===== src/rtl/hdc_feature_pkg.sv =====
// Shared sizing and write-FSM encoding for the HDC feature packer.
// Defaults come from `TOTAL_NUM_CHANNEL / `CHANNEL_WIDTH when the build defines them.
`ifndef TOTAL_NUM_CHANNEL
`define TOTAL_NUM_CHANNEL 214
`endif
`ifndef CHANNEL_WIDTH
`define CHANNEL_WIDTH 2
`endif

package hdc_feature_pkg;

    // Index width never collapses to zero bits, even for single-channel frames.
    function automatic int idx_width(input int n);
        return (n > 1) ? $clog2(n) : 1;
    endfunction

    localparam int NUM_CHANNEL   = `TOTAL_NUM_CHANNEL;
    localparam int CHANNEL_WIDTH = `CHANNEL_WIDTH;
    localparam int FRAME_WIDTH   = NUM_CHANNEL * CHANNEL_WIDTH;
    localparam int IDX_WIDTH     = idx_width(NUM_CHANNEL);

    typedef enum logic {
        COLLECT = 1'b0,
        RESYNC  = 1'b1
    } wr_state_e;

endpackage


===== src/rtl/hdc_frame_buf.sv =====
// One frame of channel features with indexed per-channel write and a full flag.
module hdc_frame_buf #(
    parameter int NUM_CHANNEL   = 4,
    parameter int CHANNEL_WIDTH = 2,
    parameter int IDX_WIDTH     = 2
) (
    input  logic                                 clk,
    input  logic                                 rst_n,
    input  logic                                 wr_en,
    input  logic [IDX_WIDTH-1:0]                 wr_idx,
    input  logic [CHANNEL_WIDTH-1:0]             wr_data,
    input  logic                                 set_full,
    input  logic                                 clr_full,
    output logic [NUM_CHANNEL*CHANNEL_WIDTH-1:0] frame,
    output logic                                 full
);

    always_ff @(posedge clk or negedge rst_n) begin
        if (!rst_n) begin
            frame <= '0;
        end else if (wr_en) begin
            for (int k = 0; k < NUM_CHANNEL; k++) begin
                if (wr_idx == IDX_WIDTH'(k))
                    frame[k*CHANNEL_WIDTH +: CHANNEL_WIDTH] <= wr_data;
            end
        end
    end

    // The packer never sets and clears the same buffer in one cycle; set wins if it did.
    always_ff @(posedge clk or negedge rst_n) begin
        if (!rst_n)
            full <= 1'b0;
        else if (set_full)
            full <= 1'b1;
        else if (clr_full)
            full <= 1'b0;
    end

endmodule


===== src/rtl/hdc_feature_packer.sv =====
// Serial channel beats -> ping-pong framed wide word for hdc_sensor_fusion.
// Optional FEATURE_PACKER_STATS_EN adds saturating frames_out / frames_dropped counters.
module hdc_feature_packer #(
    parameter int NUM_CHANNEL   = hdc_feature_pkg::NUM_CHANNEL,
    parameter int CHANNEL_WIDTH = hdc_feature_pkg::CHANNEL_WIDTH
) (
    input  logic                                 clk,
    input  logic                                 rst_n,
    input  logic [CHANNEL_WIDTH-1:0]             ch_data,
    input  logic                                 ch_valid,
    input  logic                                 ch_last,
    output logic                                 ch_ready,
    output logic [NUM_CHANNEL*CHANNEL_WIDTH-1:0] features_top,
    output logic                                 fin_valid,
    input  logic                                 fin_ready,
    output logic                                 frame_err,
`ifdef FEATURE_PACKER_STATS_EN
    output logic [31:0]                          frames_out,
    output logic [15:0]                          frames_dropped,
`endif
    input  logic                                 err_clr
);
    import hdc_feature_pkg::*;

    localparam int FRAME_WIDTH = NUM_CHANNEL * CHANNEL_WIDTH;
    localparam int IDX_WIDTH   = idx_width(NUM_CHANNEL);
    localparam logic [IDX_WIDTH-1:0] LAST_IDX = IDX_WIDTH'(NUM_CHANNEL - 1);

    wr_state_e            state_q, state_d;
    logic [IDX_WIDTH-1:0] idx_q, idx_d;
    logic                 wr_ptr_q, rd_ptr_q, ch_ready_q, frame_err_q;
    logic [1:0]           full, set_full, clr_full, wr_en, next_full;
    logic [FRAME_WIDTH-1:0] frame [2];
    logic                 accept, fire, err_set, frame_done;

    assign accept = ch_valid & ch_ready_q;
    assign fire   = full[rd_ptr_q] & fin_ready;

    always_comb begin
        state_d    = state_q;
        idx_d      = idx_q;
        err_set    = 1'b0;
        frame_done = 1'b0;
        wr_en      = 2'b00;
        case (state_q)
            COLLECT: begin
                if (accept) begin
                    wr_en[wr_ptr_q] = 1'b1;
                    if (idx_q == LAST_IDX) begin
                        idx_d = '0;
                        if (ch_last) begin
                            frame_done = 1'b1;
                        end else begin
                            err_set = 1'b1;
                            state_d = RESYNC;
                        end
                    end else if (ch_last) begin
                        idx_d   = '0;
                        err_set = 1'b1;
                    end else begin
                        idx_d = idx_q + 1'b1;
                    end
                end
            end
            RESYNC: begin
                if (accept && ch_last) begin
                    state_d = COLLECT;
                    idx_d   = '0;
                end
            end
            default: state_d = COLLECT;
        endcase
    end

    assign set_full  = frame_done ? (wr_ptr_q ? 2'b10 : 2'b01) : 2'b00;
    assign clr_full  = fire       ? (rd_ptr_q ? 2'b10 : 2'b01) : 2'b00;
    assign next_full = (full | set_full) & ~clr_full;

    // ch_ready is registered from the post-update buffer state so it never depends on ch_valid.
    always_ff @(posedge clk or negedge rst_n) begin
        if (!rst_n) begin
            state_q     <= COLLECT;
            idx_q       <= '0;
            wr_ptr_q    <= 1'b0;
            rd_ptr_q    <= 1'b0;
            ch_ready_q  <= 1'b1;
            frame_err_q <= 1'b0;
        end else begin
            state_q    <= state_d;
            idx_q      <= idx_d;
            wr_ptr_q   <= wr_ptr_q ^ frame_done;
            rd_ptr_q   <= rd_ptr_q ^ fire;
            ch_ready_q <= ~(&next_full);
            if (err_set)
                frame_err_q <= 1'b1;
            else if (err_clr)
                frame_err_q <= 1'b0;
        end
    end

    for (genvar b = 0; b < 2; b++) begin : g_buf
        hdc_frame_buf #(
            .NUM_CHANNEL  (NUM_CHANNEL),
            .CHANNEL_WIDTH(CHANNEL_WIDTH),
            .IDX_WIDTH    (IDX_WIDTH)
        ) u_buf (
            .clk     (clk),
            .rst_n   (rst_n),
            .wr_en   (wr_en[b]),
            .wr_idx  (idx_q),
            .wr_data (ch_data),
            .set_full(set_full[b]),
            .clr_full(clr_full[b]),
            .frame   (frame[b]),
            .full    (full[b])
        );
    end

    assign ch_ready     = ch_ready_q;
    assign fin_valid    = full[rd_ptr_q];
    assign features_top = frame[rd_ptr_q];
    assign frame_err    = frame_err_q;

`ifdef FEATURE_PACKER_STATS_EN
    always_ff @(posedge clk or negedge rst_n) begin
        if (!rst_n) begin
            frames_out     <= '0;
            frames_dropped <= '0;
        end else begin
            if (fire && frames_out != '1)
                frames_out <= frames_out + 1'b1;
            if (err_set && frames_dropped != '1)
                frames_dropped <= frames_dropped + 1'b1;
        end
    end
`endif

endmodule

===== config.mk =====
export PLATFORM = sky130hd
export DESIGN_NAME = hdc_feature_packer
export DESIGN_NICKNAME = d
export VERILOG_FILES = /design/src/rtl/hdc_feature_pkg.sv /design/src/rtl/hdc_frame_buf.sv /design/src/rtl/hdc_feature_packer.sv
export SDC_FILE = /design/constraint.sdc
export NUM_CORES = 1
export LEC_CHECK = 0
export CORE_MARGIN = 4
export CORE_UTILIZATION = 47
export CTS_CLUSTER_DIAMETER = 30
export DETAILED_ROUTE_END_ITERATION = 8
export PLACE_DENSITY_LB_ADDON = 0.15
export SLEW_MARGIN = 20
export SYNTH_ARGS = -nofsm -noshare
export SYNTH_HDL_FRONTEND = slang
export SYNTH_SLANG_ARGS = --single-unit

===== constraint.sdc =====
create_clock -name clk -period 2.5 [get_ports clk]
set_clock_uncertainty 0.05 [all_clocks]
set_input_delay 0.25 -clock clk [delete_from_list [all_inputs] [get_ports clk]]
set_output_delay 0.25 -clock clk [all_outputs]
set_load 0.005 [all_outputs]

==> results of run 1 <==
[routing by layer]
layer | wire length (µm) | vias up
met5 | 0 | -
met2 | 62500 | 733
li1 | - | 11800
met4 | 4030 | 0
met1 | 53800 | 14200
met3 | 6140 | 201
[logic make-up (layout without fill, tap and decap cells)]
family,after synthesis,in the layout,synth area share (%)
adders and majority gates,10,10,0.311
buffers and inverters,235,1108,2.67
and+or+nand+nor,525,525,6.33
AOI/OAI and AO/OA,23,23,0.420
muxes,1285,1285,36.0
DFF,871,871,54.3
[power by group]
part	total, W	internal (W)	switching, W
Sequential	0.0143	0.0143	0.0000697
Combinational	0.00160	0.000591	0.00101
Clock	0.0249	0.0167	0.00817
Total	0.0408	0.0316	0.00925
[sequential cells by signal (all words and copies together) (netlist names)]
| signal | count |
|---|---|
| ch_ready | 1 |
| frame_err | 1 |
| g_buf.u_buf.frame | 856 |
| g_buf.u_buf.full | 2 |
| idx_q | 8 |
| rd_ptr_q | 1 |
| state_q | 1 |
| wr_ptr_q | 1 |
[area by class of cell]
type                    count  area share, %
clock inverters           103           2.62
repair buffers            759           15.2
well taps                1134           2.52
clock buffers             233           8.92
flip-flops and latches    871           38.7
multi-input cells        1843           31.9
inverters                  13         0.0866
[metrics by stage]
| step | power (W) | area (µm²) | utilization [%] | setup WS (ns) | hold slack, ns |
|---|---|---|---|---|---|
| floorplan | 0.0150 | 40200 | - | 0.348 | -0.0956 |
| global placement | 0.0161 | 46800 | 55.6 | -0.0508 | 0.193 |
| detailed placement | 0.0161 | 46800 | 55.6 | -0.0893 | 0.202 |
| CTS | 0.0411 | 55000 | 65.3 | -0.387 | 0.00718 |
| global route | 0.0421 | 56300 | 66.9 | -0.275 | 0.0539 |
| finish | 0.0408 | 56300 | 66.9 | -0.221 | 0.0382 |
[cell usage in the layout, fill, tap and decap left out, drive strengths merged, types with 2 or more instances in the layout]
cell,synthesis,routed
a211oi,2,2
a21o,4,4
a21oi,2,2
a31oi,3,3
a41oi,3,3
and2,14,14
and3,5,5
buf,62,573
bufinv,0,24
clkbuf,160,329
clkdlybuf4s15,0,3
clkdlybuf4s50,0,6
clkinv,0,44
clkinvlp,0,27
dfrtp,870,870
dlygate4sd2,0,4
dlymetal6s2s,0,76
ha,10,10
inv,13,21
mux2,1285,1285
nand2,347,347
nand2b,4,4
nand3,4,4
nand3b,2,2
nor2,108,108
nor2b,2,2
nor3,23,23
o21ai,3,3
o22ai,2,2
or2,2,2
or3,10,10
[repair_timing]
action	4_1_cts	5_1_grt
endpoints found under the setup margin	429	412
buffers inserted	78	67
hold endpoints to repair	692	0
hold buffers	1	0
gates cloned	31	11
gates resized for setup	1398	533
[worst max-delay path by stage]
stage / slack (ns) / cells after the start / from / to
after floorplan: 0.35 / 7 / ch_ready / g_buf[0].u_buf.frame[366]
after global placement: -0.05 / 7 / ch_valid / g_buf[0].u_buf.frame[270]
after detailed placement: -0.09 / 7 / ch_valid / g_buf[1].u_buf.frame[180]
after CTS: -0.39 / 4 / rd_ptr_q / features_top[281]
after global routing: -0.28 / 7 / rd_ptr_q / features_top[355]
final: -0.22 / 7 / rd_ptr_q / features_top[355]
==> out/qor.tcl, run 1 <==
set qor(run_status) {finished with violations}
set qor(violations) {negative setup slack}
set qor(slew_viol_final) 0
set qor(achievable-frequency_mhz) 368
set qor(synthCells) 2949
set qor(floorplan.die.width_um) 300
set qor(ys_top_cells_by_count) {sky130_fd_sc_hd__mux2_2 (1267), sky130_fd_sc_hd__dfrtp_1 (870), sky130_fd_sc_hd__nand2_1 (347), sky130_fd_sc_hd__clkbuf_1 (159), sky130_fd_sc_hd__nor2_1 (78)}
set qor(die_height_um) 300
set qor(grt_max_degree) 104
set qor(p_leak_nw) 30.2
set qor(io_buffer_count) 438
set qor(synth.most_common_cell) {sky130_fd_sc_hd__mux2_2}
set qor(post_route_setup_tns_ns) -27.73
set qor(number_of_synthesized_flops_with_an_enable_pin) 0
set qor(slew_headroom_pct) 30.4
set qor(grtUsageTotal_pct) 27.4
set qor(clk_transition_reported_paths_ns) 0.05
set qor(die_area_um2) 90200
set qor(clkLatencyLatePin_ns) 0.73
set qor(core_ar_um2) 84200
set qor(global_route.usage.met1_pct) 35.6
set qor(non_filler_instances) 4956
set qor(irDropWorstVdd_uv) 580
set qor(io_pins) 439
set qor(grt_pass1_wl_mm) 189
set qor(fill_cells) 5824
set qor(layout-drive-gt1-share_pct) 60.8
set qor(rsz0062_at_grt) {yes}
set qor(worstSetupStartpointType) {flop}
set qor(power.density_cell_area_nw_per_um2) 725
set qor(synth_area_per_cell_um2) 13.6
set qor(critical-path-slowest-cell) {sky130_fd_sc_hd__dfrtp_4}
set qor(synth_top_flop_cell) {sky130_fd_sc_hd__dfrtp_1}
set qor(crit_path_end_kind) {output port}
set qor(cpLargestDelayFamily) {buffers and inverters}
set qor(yosysSeqAreaShare_pct) 54.3
set qor(tritoncts_clock_tree) {built}
set qor(place_congestion) 0.789
set qor(design.final.nets) 3686
set qor(crit_path_max_incr_delay_ns) 0.54
set qor(regToRegStartpoint) {idx_q[0]}
set qor(critical_path_buf_inv_count) 6
set qor(routed_via_density) 5.45
set qor(synthDistinctLibCells) 47
set qor(antenna-diode-count) 0
set qor(final_antenna_net_count) 0
set qor(yosys_reg_bits) 871
set qor(cts_root_buf) {sky130_fd_sc_hd__clkbuf_16}
set qor(initial_antenna_violation_count) 2
set qor(initial_core_util_pct) 47.7
set qor(dr_total_vias) 27000
set qor(areaGrowthSynthToFinish_pct) 40.2
set qor(r2r-end) {g_buf[0].u_buf.frame[270]}
set qor(asyncSetResetFlopFracSynth_pct) 100
set qor(cp_max_fo) 7
set qor(worst_r2r_path_depth) 4
set qor(area.sequential_um2) 21800
set qor(syn-num-nets) 2967
set qor(tritoncts_num_sinks) 871
set qor(worst_ep_arrival_time_ns) 2.42
set qor(clock_path_buffers) 3
set qor(wl_per_cell_um) 25.5
set qor(netlist_top_cells_area) {sky130_fd_sc_hd__dfrtp_1 (54%), sky130_fd_sc_hd__mux2_2 (36%), sky130_fd_sc_hd__nand2_1 (3.2%)}
set qor(report.final.setup_viol) 312
set qor(drv_cap) 0
set qor(std_cell_rows) 106
set qor(area_occupied_by_multi_input_gates_um2) 18000
set qor(wirelength_mm) 127
set qor(final.period_utilization_pct) 109
set qor(crit_path_cell_trace) {buf_16 -> buf_12 -> buf_16 -> buf_8 -> buf_6 -> mux2_4 -> buf_6}
set qor(cts-buffers-inserted) 180
set qor(detailed_place_hpwl_mm) 78.8
set qor(timing.hold.worst.class) {input port to asynchronous set/reset pin}
set qor(grt_util_met3_pct) 5.70
set qor(grt_overflow) 0
set qor(worst_slew_pin_slew_ns) 1.04
set qor(critical_path_class) {flop to output port}
set qor(grt-busiest-layer) {met2}
set qor(cts-htree-levels) 4
set qor(grt_util_met2_pct) 46.2
set qor(cp_data_required_time_ns) 2.20
set qor(synth.yosys.warnings) 0
set qor(yosys.area.top_type) {sky130_fd_sc_hd__dfrtp_1}
set qor(rrSetupSlack_ns) 0.11
set qor(fin_ws_ns) -0.221
set qor(dp.cells) 4447
set qor(final_hold_viol_count) 0
set qor(first_pass_iters) 5
set qor(layout_min_cycle_time_ns) 2.72
set qor(number_of_global_route_vias_before_repair) 29800
set qor(drt-initial-drc-count) 1554
set qor(route.detailed.drc) 0
set qor(synthesized_area_um2) 40200
set qor(netlist.area_leader.share_pct) 54.2
(Power assumes the default switching activity.)
==> inputs of run 2 (changes only) <==
--- a/config.mk
+++ b/config.mk
@@ -7,10 +7,11 @@
 export LEC_CHECK = 0
 export CORE_MARGIN = 4
 export CORE_UTILIZATION = 47
+export CTS_BUF_LIST = sky130_fd_sc_hd__clkbuf_8
 export CTS_CLUSTER_DIAMETER = 30
 export DETAILED_ROUTE_END_ITERATION = 8
 export PLACE_DENSITY_LB_ADDON = 0.15
-export SLEW_MARGIN = 20
+export RECOVER_POWER = 50
 export SYNTH_ARGS = -nofsm -noshare
 export SYNTH_HDL_FRONTEND = slang
 export SYNTH_SLANG_ARGS = --single-unit
==> out/qor.tcl, run 2 (same netlist as run 1, synthesis figures left out) <==
set qor(dr_total_vias) 27000 ;# +0.11%
set qor(mostFrequentLayoutCell) {sky130_fd_sc_hd__mux2_2}
set qor(final_antenna_net_count) 0 ;# unchanged
set qor(worst_slew_pin_slew_ns) 2.16 ;# +1.11 ns
set qor(area_occupied_by_multi_input_gates_um2) 18100 ;# +0.40%
set qor(non_filler_instances) 4976 ;# +0.40%
set qor(io_buffer_count) 438 ;# unchanged
set qor(slew_viol_final) 20 ;# +20
set qor(cts-buffers-inserted) 184 ;# +2.2%
set qor(largest_reg_flops) 856 ;# unchanged
set qor(final.period_utilization_pct) 111 ;# +2.2 points
set qor(layout_min_cycle_time_ns) 2.78 ;# +0.0560 ns
set qor(violations) {max-capacitance violations, max-slew violations, negative setup slack}
set qor(areaGrowthSynthToFinish_pct) 34.4
set qor(clk_transition_reported_paths_ns) 0.06 ;# about the same
set qor(drv_cap) 1 ;# +1
set qor(io_pins) 439 ;# unchanged
set qor(initial_core_util_pct) 47.7 ;# unchanged
set qor(cp_data_required_time_ns) 2.20 ;# about the same
set qor(grt_pass1_wl_mm) 185 ;# -1.9%
set qor(cp_max_fo) 6 ;# -1
set qor(die_height_um) 300 ;# unchanged
set qor(critical-path-slowest-cell) {sky130_fd_sc_hd__dfrtp_4}
set qor(report.final.setup_viol) 461 ;# +48%
set qor(die_area_um2) 90200 ;# unchanged
set qor(critical_path_class) {flop to output port}
set qor(final_hold_viol_count) 0 ;# unchanged
set qor(run_status) {finished with violations}
set qor(power.density_cell_area_nw_per_um2) 612 ;# -16%
set qor(achievable-frequency_mhz) 360 ;# -2.0%
set qor(dpl_worst_slack_ns) -0.0893 ;# unchanged
set qor(rsz0062_at_grt) {yes}
set qor(clkLatencyLatePin_ns) 0.82 ;# +0.09 ns
set qor(drt-initial-drc-count) 1501 ;# -3.4%
set qor(top_library_cells_by_usage_in_the_layout_fill_and_taps_aside) {sky130_fd_sc_hd__mux2_2 (1073), sky130_fd_sc_hd__dfrtp_1 (869), sky130_fd_sc_hd__nand2_1 (347)}
set qor(crit_path_cell_trace) {buf_12 -> buf_12 -> buf_8 -> buf_16 -> buf_6 -> mux2_4 -> buf_6}
set qor(number_of_global_route_vias_before_repair) 29500 ;# -1.1%
set qor(wirelength_mm) 125 ;# -1.3%
set qor(p_leak_nw) 28.8 ;# -4.5%
set qor(grtUsageTotal_pct) 27.0 ;# -0.45 points
set qor(grt_overflow) 0 ;# unchanged
set qor(detailed_place_hpwl_mm) 78.8 ;# unchanged
set qor(area.sequential_um2) 21800 ;# unchanged
set qor(design.final.nets) 3701 ;# +0.41%
set qor(grt_max_degree) 104 ;# unchanged
set qor(largest-register) {g_buf.u_buf.frame}
set qor(route.detailed.drc) 0 ;# unchanged
set qor(slew_headroom_pct) -43.7 ;# -74 points
set qor(std_cell_rows) 106 ;# unchanged
set qor(clock_path_buffers) 3 ;# unchanged
set qor(post_route_setup_tns_ns) -50.51 ;# -22.78 ns
set qor(routed_via_density) 5.43 ;# -0.30%
set qor(fin_ws_ns) -0.277 ;# -0.0560 ns
set qor(cpLargestDelayFamily) {buffers and inverters}
set qor(initial_antenna_violation_count) 3 ;# +1
set qor(irDropWorstVdd_uv) 441 ;# -24%
set qor(place_congestion) 0.789 ;# unchanged
set qor(stdcell_area_um2) 54000 ;# -4.1%
set qor(first_pass_iters) 7 ;# +2
set qor(floorplan.die.width_um) 300 ;# unchanged
set qor(place_area_um2) 46800 ;# unchanged
set qor(dp.cells) 4447 ;# unchanged
set qor(wl_per_cell_um) 25.1 ;# -1.7%
set qor(tritoncts_num_sinks) 871 ;# unchanged
set qor(cts_root_buf) {sky130_fd_sc_hd__clkbuf_8}
set qor(crit_path_max_incr_delay_ns) 0.54 ;# about the same
set qor(crit_path_end_kind) {output port}
set qor(timing.hold.worst.class) {input port to flop}
set qor(critical_path_buf_inv_count) 6 ;# unchanged
set qor(core_ar_um2) 84200 ;# unchanged
set qor(worst_ep_arrival_time_ns) 2.48 ;# +0.06 ns
set qor(layout-drive-gt1-share_pct) 61.8 ;# +1.0 points
set qor(fill_cells) 6169 ;# +5.9%
set qor(tritoncts_clock_tree) {built}
set qor(largest_registers) {g_buf.u_buf.frame (856), idx_q (8), g_buf.u_buf.full (2)}
set qor(worstSetupStartpointType) {flop}
set qor(cts-htree-levels) 4 ;# unchanged
[run 2: final cells by class]
class	count	area share, %
sequential	871	40.4
multi-input combinational	1843	33.4
timing repair buffer	770	15.5
clock buffer	222	5.66
tap	1134	2.63
clock inverter	122	2.31
inverter	13	0.0903
antenna	1	0.00463
[run 2: path summary, 6_finish.rpt]
check / start / end / slack [ns] / depth (start not counted)
worst max-delay path: rd_ptr_q / features_top[4] / -0.28 / 7
worst min-delay path: ch_data[0] / g_buf[1].u_buf.frame[384] / 0.04 / 2
worst max register to register: idx_q[4] / g_buf[1].u_buf.frame[271] / 0.07 / 5
worst min register to register: g_buf[0].u_buf.frame[249] / g_buf[0].u_buf.frame[249] / 0.43 / 1
max in group asynchronous: rst_n / g_buf[1].u_buf.frame[129] / -0.03 / 3
min in group asynchronous: rst_n / g_buf[1].u_buf.frame[349] / 1.40 / 3
[run 2: what timing repair did]
item	CTS	global route
gates resized for setup	1397	599
hold buffers	4	0
gates cloned	26	16
endpoints found under the setup margin	429	436
setup buffers	70	82
hold endpoints to repair	792	0
[run 2: power breakdown]
part	leakage, nW	switching [W]	internal (W)
Combinational	14.4	0.00101	0.000582
Clock	2.28	0.00679	0.0104
Sequential	12.1	0.0000725	0.0142
[run 2: stage by stage]
| stage | hold slack [ns] | total power [W] | util (%) |
|---|---|---|---|
| floorplan | -0.0956 | 0.0150 | - |
| global placement | 0.193 | 0.0161 | 55.6 |
| detailed placement | 0.202 | 0.0161 | 55.6 |
| CTS | 0.0500 | 0.0334 | 62.8 |
| global route | 0.0425 | 0.0343 | 64.1 |
| finish | 0.0401 | 0.0331 | 64.1 |
[run 2: metal layers]
layer / vias to the layer above / track usage [%] / share of wire [%]
met5: - / 0 / 0
met4: 0 / 8.78 / 2.9
met3: 197 / 5.93 / 5.2
met2: 765 / 45.6 / 50
met1: 14200 / 34.7 / 42
li1: 11900 / - / -
[run 2: worst reg2reg max path, cell delays in order, from the launching register on]
cell and delay, ns:
sky130_fd_sc_hd__dfrtp_1 0.55, sky130_fd_sc_hd__or2_1 0.87, sky130_fd_sc_hd__nor3_4 0.13, sky130_fd_sc_hd__buf_12 0.20
sky130_fd_sc_hd__nand2_1 0.10, sky130_fd_sc_hd__mux2_2 0.36
